## src/rtl/ntt_sched_pkg.sv

```systemverilog
`default_nettype none
// ============================================================================
// Module      : ntt_sched_pkg
// Description : Shared opcodes and index helper for the NTT pass scheduler.
// Revision    : 1.0 - initial release
// ============================================================================
package ntt_sched_pkg;

    // Operation codes carried on op_in / opcode
    localparam logic [1:0] OP_NTT  = 2'b00;
    localparam logic [1:0] OP_INTT = 2'b01;
    localparam logic [1:0] OP_PWM0 = 2'b10;
    localparam logic [1:0] OP_PWM1 = 2'b11;

    // Beat and stage limits for a 256-point transform on two PEs
    localparam logic [5:0] LAST_BEAT  = 6'd63;
    localparam logic [2:0] STAGE_LAST = 3'd7;

    // Even-operand index of butterfly b in stage s.
    // The half-span is h = 2^(7-s); butterflies are grouped in runs of h,
    // each group covers 2h coefficients, and b mod h selects the position
    // inside the group. The odd operand is this value plus h.
    function automatic logic [7:0] bfly_even(input logic [6:0] b,
                                             input logic [2:0] s);
        logic [2:0] sh;
        logic [7:0] bw;
        logic [7:0] h;
        sh = 3'd7 - s;
        bw = {1'b0, b};
        h  = 8'd1 << sh;
        return ((bw >> sh) << ({1'b0, sh} + 4'd1)) + (bw & (h - 8'd1));
    endfunction

endpackage
`default_nettype wire

```

## src/rtl/ntt_sched_idx_gen.sv

```systemverilog
`default_nettype none
// ============================================================================
// Module      : ntt_idx_gen
// Description : Combinational generator of the four logical coefficient
//               indices (PE0/PE1 even/odd) for one scheduler beat.
// Revision    : 1.0 - initial release
// ============================================================================
module ntt_idx_gen
    import ntt_sched_pkg::*;
(
    input  logic [5:0] k_i,
    input  logic [2:0] stage_i,
    input  logic [1:0] opcode_i,
    output logic [7:0] ie0_o,
    output logic [7:0] io0_o,
    output logic [7:0] ie1_o,
    output logic [7:0] io1_o
);

    logic [7:0] w_h;
    logic       w_is_pwm;

    // Butterfly operands for NTT/INTT, four consecutive coefficients for PWM
    always_comb begin
        w_h      = 8'd1 << (3'd7 - stage_i);
        w_is_pwm = (opcode_i == OP_PWM0) || (opcode_i == OP_PWM1);
        if (w_is_pwm) begin
            ie0_o = {k_i, 2'b00};
            io0_o = {k_i, 2'b01};
            ie1_o = {k_i, 2'b10};
            io1_o = {k_i, 2'b11};
        end else begin
            ie0_o = bfly_even({k_i, 1'b0}, stage_i);
            io0_o = ie0_o + w_h;
            ie1_o = bfly_even({k_i, 1'b1}, stage_i);
            io1_o = ie1_o + w_h;
        end
    end

endmodule
`default_nettype wire

```

## src/rtl/ntt_sched.sv

```systemverilog
`default_nettype none
// ============================================================================
// Module      : ntt_sched
// Description : Pass scheduler for a two-PE NTT engine. Issues 64 beats per
//               pass, inserts DRAIN_CYC idle cycles after each pass, walks
//               the stages and ping-pong buffer select, pulses done.
//               DRAIN_CYC must be at least 1.
// Revision    : 1.0 - initial release
// ============================================================================
module ntt_sched
    import ntt_sched_pkg::*;
#(
    parameter int DRAIN_CYC = 4
) (
    input  logic       clk,
    input  logic       rst,
    input  logic       start,
    input  logic [1:0] op_in,
    input  logic       base_off,
    input  logic       hold,
    output logic [1:0] opcode,
    output logic       mode,
    output logic       offset,
    output logic [7:0] old_ie0,
    output logic [7:0] old_io0,
    output logic [7:0] old_ie1,
    output logic [7:0] old_io1,
    output logic       issue_vld,
    output logic [2:0] stage,
    output logic       busy,
    output logic       done
);

    localparam logic [1:0] S_IDLE  = 2'd0;
    localparam logic [1:0] S_RUN   = 2'd1;
    localparam logic [1:0] S_DRAIN = 2'd2;
    localparam logic [1:0] S_DONE  = 2'd3;

    localparam int             DCW        = (DRAIN_CYC > 1) ? $clog2(DRAIN_CYC) : 1;
    localparam logic [DCW-1:0] DRAIN_LAST = DCW'(DRAIN_CYC - 1);

    logic [1:0]     state_q,  state_d;
    logic [5:0]     k_q,      k_d;
    logic [2:0]     stage_q,  stage_d;
    logic [1:0]     opcode_q, opcode_d;
    logic           mode_q,   mode_d;
    logic           offset_q, offset_d;
    logic [DCW-1:0] drain_q,  drain_d;

    logic       w_last_beat;
    logic       w_drain_end;
    logic       w_last_pass;
    logic [7:0] w_ie0, w_io0, w_ie1, w_io1;

    assign w_last_beat = (k_q == LAST_BEAT);
    assign w_drain_end = (drain_q == DRAIN_LAST);
    // PWM is a single pass; NTT ends on stage 7, INTT on stage 0
    assign w_last_pass = (opcode_q == OP_PWM0) || (opcode_q == OP_PWM1) ||
                         ((opcode_q == OP_NTT)  && (stage_q == STAGE_LAST)) ||
                         ((opcode_q == OP_INTT) && (stage_q == 3'd0));

    ntt_idx_gen u_idx_gen (
        .k_i      (k_q),
        .stage_i  (stage_q),
        .opcode_i (opcode_q),
        .ie0_o    (w_ie0),
        .io0_o    (w_io0),
        .ie1_o    (w_ie1),
        .io1_o    (w_io1)
    );

    // State register
    always_ff @(posedge clk) begin
        if (rst) begin
            state_q <= S_IDLE;
        end else begin
            state_q <= state_d;
        end
    end

    // Next-state logic; hold freezes every state except IDLE
    always_comb begin
        state_d = state_q;
        case (state_q)
            S_IDLE: begin
                if (start) begin
                    state_d = S_RUN;
                end
            end
            S_RUN: begin
                if (!hold && w_last_beat) begin
                    state_d = S_DRAIN;
                end
            end
            S_DRAIN: begin
                if (!hold && w_drain_end) begin
                    state_d = w_last_pass ? S_DONE : S_RUN;
                end
            end
            S_DONE: begin
                if (!hold) begin
                    state_d = S_IDLE;
                end
            end
            default: state_d = S_IDLE;
        endcase
    end

    // Datapath next values: beat, stage, parity, buffer select, drain count
    always_comb begin
        k_d      = k_q;
        stage_d  = stage_q;
        opcode_d = opcode_q;
        mode_d   = mode_q;
        offset_d = offset_q;
        drain_d  = drain_q;
        case (state_q)
            S_IDLE: begin
                if (start) begin
                    opcode_d = op_in;
                    offset_d = base_off;
                    mode_d   = 1'b0;
                    k_d      = 6'd0;
                    drain_d  = '0;
                    stage_d  = (op_in == OP_INTT) ? STAGE_LAST : 3'd0;
                end
            end
            S_RUN: begin
                if (!hold) begin
                    k_d     = k_q + 6'd1;
                    drain_d = '0;
                end
            end
            S_DRAIN: begin
                if (!hold) begin
                    if (!w_drain_end) begin
                        drain_d = drain_q + 1'b1;
                    end else if (!w_last_pass) begin
                        k_d      = 6'd0;
                        mode_d   = ~mode_q;
                        offset_d = ~offset_q;
                        stage_d  = (opcode_q == OP_INTT) ? (stage_q - 3'd1)
                                                         : (stage_q + 3'd1);
                    end
                end
            end
            default: ;
        endcase
    end

    // Datapath registers
    always_ff @(posedge clk) begin
        if (rst) begin
            k_q      <= 6'd0;
            stage_q  <= 3'd0;
            opcode_q <= 2'd0;
            mode_q   <= 1'b0;
            offset_q <= 1'b0;
            drain_q  <= '0;
        end else begin
            k_q      <= k_d;
            stage_q  <= stage_d;
            opcode_q <= opcode_d;
            mode_q   <= mode_d;
            offset_q <= offset_d;
            drain_q  <= drain_d;
        end
    end

    // Outputs; indices are forced to zero whenever no beat is being issued
    always_comb begin
        issue_vld = (state_q == S_RUN);
        busy      = (state_q != S_IDLE);
        done      = (state_q == S_DONE);
        opcode    = opcode_q;
        mode      = mode_q;
        offset    = offset_q;
        stage     = stage_q;
        old_ie0   = issue_vld ? w_ie0 : 8'd0;
        old_io0   = issue_vld ? w_io0 : 8'd0;
        old_ie1   = issue_vld ? w_ie1 : 8'd0;
        old_io1   = issue_vld ? w_io1 : 8'd0;
    end

endmodule
`default_nettype wire

```

## config.mk

```make
export PLATFORM = sky130hd
export DESIGN_NAME = ntt_sched
export DESIGN_NICKNAME = d
export VERILOG_FILES = /design/src/rtl/ntt_sched_pkg.sv /design/src/rtl/ntt_sched_idx_gen.sv /design/src/rtl/ntt_sched.sv
export SDC_FILE = /design/constraint.sdc
export NUM_CORES = 1
export LEC_CHECK = 0
export ABC_AREA = 1
export ABC_CLOCK_PERIOD_IN_PS = 7800
export BUFFER_PORTS_ARGS = -buffer_cell sky130_fd_sc_hd__buf_2
export CORE_ASPECT_RATIO = 0.7
export CORE_UTILIZATION = 45
export DETAILED_ROUTE_END_ITERATION = 8
export PLACE_DENSITY = 0.67
export SYNTH_ARGS = -nofsm -noshare
export SYNTH_HDL_FRONTEND = slang
export SYNTH_SLANG_ARGS = --single-unit
```

## constraint.sdc

```tcl
create_clock -name clk -period 7.8 [get_ports clk]
set_input_delay 0.78 -clock clk [delete_from_list [all_inputs] [get_ports clk]]
set_output_delay 0.78 -clock clk [all_outputs]
set_load 0.05 [all_outputs]
```

======== Word-level counts from Yosys, hierarchy flattened ========
Index checks and enable logic that the tools add are counted.
storage, ports and cells
  input port bits ......................... 7
  output and inout bits ................... 42
  bits in read-only memories .............. 0
  memories ................................ 0
  latch bits .............................. 0
  flip-flop bits (word level) ............. 17
  RAM bits ................................ 0
  logic and storage cells ................. 106
cells by class
  shifts and indexed selects .............. 5
  divide/modulo/power cells ............... 0
  bitwise logic cells ..................... 4
  order comparisons ....................... 0
  equality and inequality tests ........... 19
  add/sub/neg operators ................... 11
  reduce and logical (&&, ||, !) cells .... 19
  multiplexer cells ....................... 41
  $mul .................................... 0
operators by type and width
  operator                                                             count
  8-bit two-way mux                                                    8
  8-bit adder                                                          4
  6-bit two-way mux                                                    5
  3-bit two-way mux                                                    6
  6-bit one-hot mux with 3 select lines                                1
  7-bit by 8-bit bitwise AND with 8-bit output                         2
  2-bit two-way mux                                                    8
  2-bit != test (second input constant)                                8
  8-bit by 4-bit left shift with 8-bit output                          2
  7-bit by 3-bit right shift with 8-bit output                         2
  2-bit == test (second input constant)                                5
  5-bit AND reduction                                                  2
  1-bit two-way mux                                                    8
  2-bit one-hot mux with 4 select lines                                1
  1-bit by 3-bit left shift with 8-bit output (first input constant)   1
  8-bit by 1-bit subtractor with 8-bit output (second input constant)  1
  6-bit by 1-bit adder with 6-bit output (second input constant)       1
  2-bit by 1-bit == test with 1-bit output (second input constant)     3
  6-bit == test (second input constant)                                1
  2-bit one-hot mux with 3 select lines                                1
  3-bit one-hot mux with 2 select lines                                1
  6-bit AND reduction                                                  1
  3-bit by 1-bit adder with 4-bit output (second input constant)       1
  1-bit logical AND                                                    4
  16 further kinds                                                     22

======== Logic depth before layout (Yosys ltp) ========
Gate-level depths: netlist of run 1.
  depth after elaboration ................. 8
  mapped depth ............................ 31
  mapped depth without buffers ............ 30

======== By module ========
From an unflattened synthesis of run 1, not the netlist that was laid out.
second synthesis, totals
  cells, all modules ...................... 643
  area total of the unflattened synthesis .. 3,739.8 sq um
by module, submodules not included
  module       times used  area each (sq um)  cells each  seq. area each (sq um)
  ntt_idx_gen  1           2,384.8            414         0.0
  ntt_sched    1           1,355.0            229         340.3

======== Worst setup path after synthesis of run 1 ========
No wires, ideal clock.
  path kind ............................... register to output
  start point ............................. register stage_q[0], in the netlist stage[0]
  end point ............................... output old_io1[5]
  data arrival time ....................... 4,557 ps
  slack ................................... 2,463 ps
  required time ........................... 7,020 ps
  stages on the path, launching flop included .. 19
  buffers on the path ..................... 2
  cell sequence ........................... dfxtp_1 inv_2 buf_6 ha_1 ha_1 buf_2 nor2_1 ha_1 inv_1 fa_1 o31ai_1 xor2_1 inv_1 ha_1 inv_1 nor2_1 nor2_1 xor2_1 a21oi_1
between the ends
  word-level cells in the longest chain between the ends .. 8
  elaborated cells on any way between the ends .. 11
  those cells by class .................... 5 x add/sub; 3 x shift; 2 x mux; 1 x bitwise
ends and longest elaborated chain
  item                                          line                                          RTL
  from (decl)                                   ntt_sched.sv:44                               logic [2:0] stage_q, stage_d;
  from (signal assigned)                        ntt_sched.sv:162                              stage_q <= stage_d;
  3-bit subtractor *                            ntt_sched_pkg.sv:28, ntt_sched_idx_gen.sv:25
  1-bit by 3-bit left shift with 8-bit output   ntt_sched_pkg.sv:30, ntt_sched_idx_gen.sv:25
  8-bit by 1-bit subtractor with 8-bit output   ntt_sched_pkg.sv:31                           return ((bw >> sh) << ({1'b0, sh} + 4'd1)) + (bw & (h - 8'd1));
  7-bit by 8-bit bitwise AND with 8-bit output  ntt_sched_pkg.sv:31
  8-bit adder                                   ntt_sched_pkg.sv:31
  8-bit adder *                                 ntt_sched_idx_gen.sv:36                       io1_o = ie1_o + w_h;
  8-bit two-way mux *                           ntt_sched_idx_gen.sv:27                       if (w_is_pwm) begin
  8-bit two-way mux *                           ntt_sched.sv:182                              old_io1 = issue_vld ? w_io1 : 8'd0;
  to (decl)                                     ntt_sched.sv:27                               output logic [7:0] old_io1,
Every way passes the cells marked *; elsewhere a longest branch is shown, timed or not.

======== Final worst setup path of run 1 ========
  start point ............................. register stage_q[0], in the netlist stage[0]
  end point ............................... output old_io0[7]
between the ends
  word-level cells in the longest chain between the ends .. 8
  elaborated cells on any way between the ends .. 11
  those cells by class .................... 5 x add/sub; 3 x shift; 2 x mux; 1 x bitwise
ends and longest elaborated chain
  item                                          line                                          RTL
  3-bit subtractor *                            ntt_sched_pkg.sv:28, ntt_sched_idx_gen.sv:25
  1-bit by 3-bit left shift with 8-bit output   ntt_sched_pkg.sv:30, ntt_sched_idx_gen.sv:25
  8-bit by 1-bit subtractor with 8-bit output   ntt_sched_pkg.sv:31
  7-bit by 8-bit bitwise AND with 8-bit output  ntt_sched_pkg.sv:31
  8-bit adder                                   ntt_sched_pkg.sv:31
  8-bit adder *                                 ntt_sched_idx_gen.sv:34                       io0_o = ie0_o + w_h;
  8-bit two-way mux *                           ntt_sched_idx_gen.sv:27
  8-bit two-way mux *                           ntt_sched.sv:180                              old_io0 = issue_vld ? w_io0 : 8'd0;
  to (decl)                                     ntt_sched.sv:25                               output logic [7:0] old_io0,
Marks and branches as above.

==> parameters.txt, run 1 <==
Parameter                              Value

Yosys
  Ys async rst share ... 0
  Cell types with the largest area share after synthesis ... ha_1 14%, inv_1 11%, nand2_1 11%
  Post-synthesis sequential element count ... 17
  Post-synthesis cell type count ... 40
  Number of synthesized flops with an enable pin ... 0
  Largest area contributor in the netlist ... ha_1
  Portion of the post-synthesis area used by sequential elements ... 0.111
  Area share of the largest cell type after synthesis ... 0.143
  Cell count after synthesis ... 510
  Mean cell area of the mapped netlist ... 6.03 µm²
  Synth Flop Type ... dfxtp_1
  Synth Cell Area ... 3070 µm²
  Total of warnings raised by yosys ... 0
  Post-synth net total ... 557

Status
  Result of the run ... complete, no violations

Placed design
  Number of input and output port buffers inserted ... 48
  DP Wirelength ... around 7.4 mm
  Final GP Congestion ... 0.906

Setup path
  Peak fanout along the critical path ... 18
  Library cell contributing the largest single delay on the critical path ... dfxtp_1
  Crit path DAT ... 5.30 ns
  Worst stage delay on the critical path ... 0.69 ns
  Type of element capturing the critical path ... output port
  Setup CP Type ... reg -> out
  Category of the worst setup path launch point ... register
  Most common cell on crit path ... inv_1
  Worst EP required ... ~7.0 ns

Die
  Starting density of the core ... 0.480
  Std-Cell Rows ... 24
  Total I/O pin count ... 49
  Area enclosed by the die boundary ... just over 7000 µm²
  Height of the die ... about 71 µm
  Width of the chip ... between 100 and 150 µm
  Core box area ... 6400 µm²

Clock tree
  Post_cts resized ... 0
  CTS buffer count ... 3
  H-tree lvl count ... 1
  Clock Tree Buf Depth ... 2
  Clock input transition at the sequential cells of the worst setup and hold paths ... 0.07 ns
  Hold-fix buffer count after cts ... 0
  Skew-Pair Late Insertion Delay ... 0.26 ns
  Setup repair bufs after CTS ... 0
  Clock tree from TritonCTS ... built
  TritonCTS Sinks ... 17
  Clock root buffer ... clkbuf_8

STA
  Worst-Margin Slew ... 0.705 ns
  Final worst path period share ... 0.780
  Setup violation total in the final timing report ... 0
  Post-route minimum period ... 6.08 ns
  Maximum achievable frequency ... around 0.16 GHz
  Max-slew violations ... 0
  Unrepaired setup endpoints after global routing ... no
  Slew margin rel. ... 0.528
  Final clock skew ... 0.00508 ns
  Hold Fails Final Rpt ... 0
  Aggregate negative setup slack ... 0 ns

GRT
  Maximum number of pins on one net before global-route repair ... 28
  Via count of the first global-routing pass ... 3033
  First-pass GRT wire length ... 14.8 mm
  GRT Residual Overflow ... 0
  Antenna violations before repair ... 0
  Total routing resource utilization after global routing ... 0.261

Finish
  Layout Area Growth over Synthesis ... 10.9%
  Antenna Cells ... 0
  Proportion of layout cells with a drive suffix above 1 ... 0.156
  Net total in the final layout ... 599

Route
  Residual DRC ... 0
  Final wirelength ... 8.98 mm
  Number of optimization iterations in the first detailed-route pass ... 5
  Total number of vias ... 3393
  Detail-routed net length per standard cell ... between 10 and 15 µm
  Remaining number of nets flagged by the antenna check after routing ... 0
  Drt via density ... approximately 5.3
  Number of design-rule violations left by the first detailed-router iteration ... 234

Worst hold path
  Type of the tightest min-delay check ... reg -> reg

Job
  Maxcap violations ... 0
==> area by class of cell <==
| cell class | instances | area, µm² |
|---|---|---|
| Timing Repair Buffer | 48 | 240 |
| Sequential cell | 17 | 340 |
| Multi-Input combinational cell | 384 | 2300 |
| Clock buffer | 4 | 45.0 |
| Inverter | 98 | 368 |
| Tap cell | 91 | 114 |
| Fill cell | 682 | 2990 |
==> metal layers <==
layer / global-route usage / up-vias / part of all wire
met4: 0.0225 / 0 / 0.0070
met3: 0.0464 / 8 / 0.087
li1: - / 1740 / -
met1: 0.398 / 1521 / 0.51
met2: 0.395 / 124 / 0.40
met5: 0 / - / 0
==> registers in the layout, indices dropped and copies added (netlist names) <==
signal / cells
mode: 1
state_q: 2
drain_q: 2
stage: 3
opcode: 2
offset: 1
k_q: 6
==> through the flow <==
stage / worst slack, ns / hold slack, ns / util / cell area (µm²) / instances
5_1_grt: 1.19 / 0.511 / 0.533 / 3410 / 642
2_1_floorplan: 2.46 / 0.449 / - / 3070 / 510
3_5_place_dp: 2.04 / 0.469 / 0.526 / 3360 / 638
3_3_place_gp: 2.15 / 0.461 / 0.526 / 3360 / 638
6_report: 1.72 / 0.491 / 0.533 / 3410 / 642
4_1_cts: 1.75 / 0.488 / 0.533 / 3410 / 642
==> Yosys cell counts (all sizes together) (3+ instances only) <==
master and number:
dfxtp 17, a211oi 5, xor2 10, nor3 7
o211ai 4, ha 35, fa 5, a21oi 54
nor2 51, o21ai 38, clkbuf 3, inv 97
buf 8, a221oi 3, o21bai 3, nand2 107
nand4 4, a31oi 3, nand3 39, xnor2 5
==> kinds of logic after synthesis <==
group	Yosys count	share of synthesized area
xor gates and xnor gates	15	0.0428
and+or+nand+nor	213	0.317
adders and majority gates	40	0.175
buffers and inverters	109	0.141
DFF	17	0.111
AOI/OAI and AO/OA	116	0.213
==> cell usage in the layout, fill, tap and decap left out, drive strengths merged, types with 4 or more instances in the layout <==
| master | synthesis | final |
|---|---|---|
| xor2 | 10 | 10 |
| dfxtp | 17 | 17 |
| buf | 8 | 48 |
| clkbuf | 3 | 4 |
| inv | 97 | 97 |
| o21ai | 38 | 38 |
| o211ai | 4 | 4 |
| a211oi | 5 | 5 |
| a21oi | 54 | 54 |
| nand2 | 107 | 107 |
| nor3 | 7 | 7 |
| xnor2 | 5 | 5 |
| fa | 5 | 5 |
| nand4 | 4 | 4 |
| nor2 | 51 | 51 |
| ha | 35 | 35 |
| nand3 | 39 | 39 |
==> worst paths after layout <==
| kind | startpoint | endpoint | slack (ns) | cells after the start |
|---|---|---|---|---|
| setup reg to reg | stage[0] | k_q[4] | 4.91 | 11 |
| hold reg to reg | drain_q[1] | drain_q[1] | 0.49 | 2 |
| hold / removal | drain_q[1] | drain_q[1] | 0.49 | 2 |
| setup / recovery | stage[0] | old_io0[7] | 1.72 | 30 |
==> critical path: cells and delay by family (launching register included) <==
kind	cells	cell delay (ns)
adder cells (fa/ha/maj)	3	0.94
flip-flops	1	0.69
AND/OR/NAND/NOR	11	1.09
XOR/XNOR	2	0.51
buffers and inverters	9	1.07
AO/OA/AOI/OAI	5	0.74
Power of run 1 is left out: the tool's default activity adds up to more than one toggle a clock period on the data nets, which glitch-free logic cannot reach.
==> run 2, diff against run 1 <==
ABC_AREA = 0   (was 1)
ABC_CLOCK_PERIOD_IN_PS = 5600   (was 7800)
clock period = 5.6 ns   (was 7.8 ns; I/O delays follow)
==> parameters.txt, run 2 <==
Parameter                              Value

Status
  Result of the run ... complete, no violations (unchanged)

Finish
  Layout Area Growth over Synthesis ... 12.7% (was 10.9%)
  Most used cells in the layout excluding fill and tap cells ... 55 x nor2_1, 47 x buf_2, 43 x nand2_1 (was 92 x inv_1, 91 x nand2_1, 53 x a21oi_1)
  Proportion of layout cells with a drive suffix above 1 ... 0.173 (was 0.156)
  Top reg by flops ... k_q (unchanged)
  Reg area ... 345 µm² (was 340 µm²)
  Design Area, Final ... 3330 µm² (was 3410 µm²)
  Combined area of the multi-input logic cells ... 2440 µm² (was 2300 µm²)
  Net total in the final layout ... 510 (was 599)
  Number of flip-flops in the largest register ... 6 (unchanged)
  Fillers ... 624 (was 682)
  Antenna Cells ... 0 (unchanged)
  Most common library cell in the layout ignoring fill and taps ... nor2_1 (was inv_1)

Clock tree
  Hold-fix buffer count after cts ... 0 (unchanged)
  Clock Tree Buf Depth ... 2 (unchanged)
  H-tree lvl count ... 1 (unchanged)
  Clock input transition at the sequential cells of the worst setup and hold paths ... 0.07 ns (about the same)
  Clock root buffer ... clkbuf_8 (unchanged)
  Clock tree from TritonCTS ... built (unchanged)
  TritonCTS Sinks ... 17 (unchanged)
  Skew-Pair Late Insertion Delay ... 0.26 ns (about the same)
  CTS buffer count ... 3 (unchanged)

Pwr
  Largest vdd supply drop ... 0.0997 mV
  Lkg Pwr ... 1.61 nW
  Power Dens Cells ... 136 nW/µm²

Yosys
  Most numerous cell types in the synthesized netlist ... 56 x nor2_1, 43 x nand2_1, 42 x a21oi_1, 35 x ha_1, 24 x inv_1 (was 92 x inv_1, 91 x nand2_1, 53 x a21oi_1, 50 x nor2_1, 36 x o21ai_0)
  Synth Cell Area ... 2960 µm² (was 3070 µm²)
  Ys async rst share ... 0 (unchanged)
  Most instantiated library cell after synthesis ... nor2_1 (was inv_1)
  Total of warnings raised by yosys ... 0 (unchanged)
  Post-synthesis sequential element count ... 17 (unchanged)
  Post-synthesis cell type count ... 53 (was 40)
  Area share of the largest cell type after synthesis ... 0.148 (was 0.143)
  Mean cell area of the mapped netlist ... 7.00 µm² (was 6.03 µm²)
  Post-synth net total ... 469 (was 557)
  Portion of the post-synthesis area used by sequential elements ... 0.115 (was 0.111)
  Cell types with the largest area share after synthesis ... ha_1 15%, dfxtp_1 12%, a21oi_1 7.1% (was ha_1 14%, inv_1 11%, nand2_1 11%)
  Largest area contributor in the netlist ... ha_1 (unchanged)
  Synth Flop Type ... dfxtp_1 (unchanged)
  Number of synthesized flops with an enable pin ... 0 (unchanged)
  Cell count after synthesis ... 422 (was 510)

Die
  Height of the die ... 69.8 µm (was 71.1 µm)
  Core box area ... 6280 µm² (was 6400 µm²)
  Total I/O pin count ... 49 (unchanged)
  Starting density of the core ... 0.471 (was 0.480)
  Area enclosed by the die boundary ... 6900 µm² (was 7170 µm²)
  Std-Cell Rows ... 24 (unchanged)
  Width of the chip ... 98.9 µm (was 101 µm)

Route
  Residual DRC ... 0 (unchanged)
  Drt via density ... 5.82 (was 5.29)
  Detail-routed net length per standard cell ... 15.8 µm (was 14.0 µm)
  Remaining number of nets flagged by the antenna check after routing ... 0 (unchanged)
  Total number of vias ... 3145 (was 3393)
  Number of optimization iterations in the first detailed-route pass ... 6 (was 5)
  Number of design-rule violations left by the first detailed-router iteration ... 290 (was 234)
  Final wirelength ... 8.54 mm (was 8.98 mm)

GRT
  Antenna violations before repair ... 0 (unchanged)
  Maximum number of pins on one net before global-route repair ... 30 (was 28)
  Total routing resource utilization after global routing ... 0.252 (was 0.261)
  Via count of the first global-routing pass ... 2816 (was 3033)
  First-pass GRT wire length ... 13.9 mm (was 14.8 mm)
  GRT Residual Overflow ... 0 (unchanged)

Setup path
  Crit path DAT ... 4.67 ns (was 5.30 ns)
  Worst EP required ... 5.04 ns (was 7.02 ns)
  Setup CP Type ... reg -> out (unchanged)
  Launching instance or port of the critical path ... stage[0] (unchanged)
  Category of the worst setup path launch point ... register (unchanged)
  Type of element capturing the critical path ... output port (unchanged)
  Peak fanout along the critical path ... 15 (was 18)
  Crit Reg-Reg Startpoint ... stage[0] (unchanged)

STA
  Final setup margin ... 0.371 ns (was 1.72 ns)
  Slew margin rel. ... 0.401 (was 0.528)
  Setup violation total in the final timing report ... 0 (unchanged)
  Post-route minimum period ... 5.23 ns
  Hold Fails Final Rpt ... 0 (unchanged)
  Worst-Margin Slew ... 0.899 ns (was 0.705 ns)
  Max-slew violations ... 0 (unchanged)
  Final worst path period share ... 0.934
  Maximum achievable frequency ... 0.191 GHz
  Final clock skew ... 0.00311 ns (was 0.00508 ns)

Placed design
  Worst setup timing slack at the placement stage ... 0.254 ns (was 2.04 ns)
  DP Wirelength ... 6.73 mm (was 7.40 mm)
  Final GP Congestion ... 0.909 (was 0.906)
  DP Area ... 3260 µm² (was 3360 µm²)
  Number of input and output port buffers inserted ... 48 (unchanged)

Worst hold path
  Type of the tightest min-delay check ... reg -> reg (unchanged)
  Hold path startpoint ... drain_q[1] (unchanged)

Job
  Maxcap violations ... 0 (unchanged)
run 2: cell types whose count changed after synthesis, sizes merged, moves of 12 or more:
cell    change
o21ai      -16
nand2      -64
a21oi      -12
inv        -73
nand3      -30
clkbuf     +12
run 2: power breakdown:
part	leakage [nW]	total (W)	switching (W)	internal, W
Sequential	0.139	0.000131	0.00000646	0.000125
Clock	0.0228	0.0000951	0.0000445	0.0000506
Combinational	1.44	0.000226	0.000155	0.0000711
Total	1.61	0.000452	0.000206	0.000247
run 2: worst max-delay path: stages (launching register included):
cell and delay, ns:
dfxtp_2 0.32, buf_4 0.18, ha_1 0.34, or3_1 0.40
a31oi_1 0.47, ha_1 0.36, nor2b_1 0.14, o21ai_0 0.21
a21boi_1 0.12, o21ai_0 0.20, nor3b_1 0.28, nor2_1 0.09
ha_1 0.21, nor3_1 0.13, o21ai_0 0.14, and3_1 0.21
nor3_1 0.17, nand2_1 0.07, o211ai_1 0.11, buf_4 0.23
run 2: path summary, 6_finish.rpt:
kind / to / slack [ns] / depth (start not counted)
max: old_io1[7] / 0.37 / 19
min: drain_q[1] / 0.47 / 2
max reg2reg: k_q[5] / 2.80 / 9
min reg2reg: drain_q[1] / 0.47 / 2
run 2: cell type report:
class                      count  share of cell area
multi-input combinational    360               0.733
sequential                    17               0.104
timing repair buffer          57              0.0931
tap                           78              0.0293
inverter                      24              0.0270
clock buffer                   4              0.0135
run 2: what timing repair did:
item,4_1_cts,5_1_grt
gates cloned,0,0
pin swaps,0,2
endpoints found under the setup margin,1,5
setup buffers,0,2
resized for setup,1,6
hold endpoints to repair,0,0
run 2: metal layers:
| metal | track usage | wire (µm) | vias up |
|---|---|---|---|
| met4 | 0.0431 | 55 | 0 |
| li1 | - | - | 1545 |
| met5 | 0 | 0 | - |
| met1 | 0.389 | 4240 | 1433 |
| met2 | 0.370 | 3550 | 157 |
| met3 | 0.0363 | 694 | 10 |
run 2: logic make-up after synthesis:
logic type	Yosys count	synth area share
compound gates	117	0.261
xor+xnor	29	0.0885
fa+ha+maj	40	0.182
buf+inv	45	0.0610
flops	17	0.115
mux	8	0.0284
simple gates	166	0.264
run 2: stage by stage:
stage          total power (W)  std cells  TNS [ns]  hold WS [ns]  utilization
2_1_floorplan         0.000305        422         0         0.430            -
3_3_place_gp          0.000350        534         0         0.443        0.519
3_5_place_dp          0.000352        534         0         0.472        0.519
4_1_cts               0.000446        538         0         0.481        0.527
5_1_grt               0.000481        540   -0.0279         0.517        0.531
6_report              0.000452        540         0         0.474        0.531
Power figures use the tool's default switching activity.
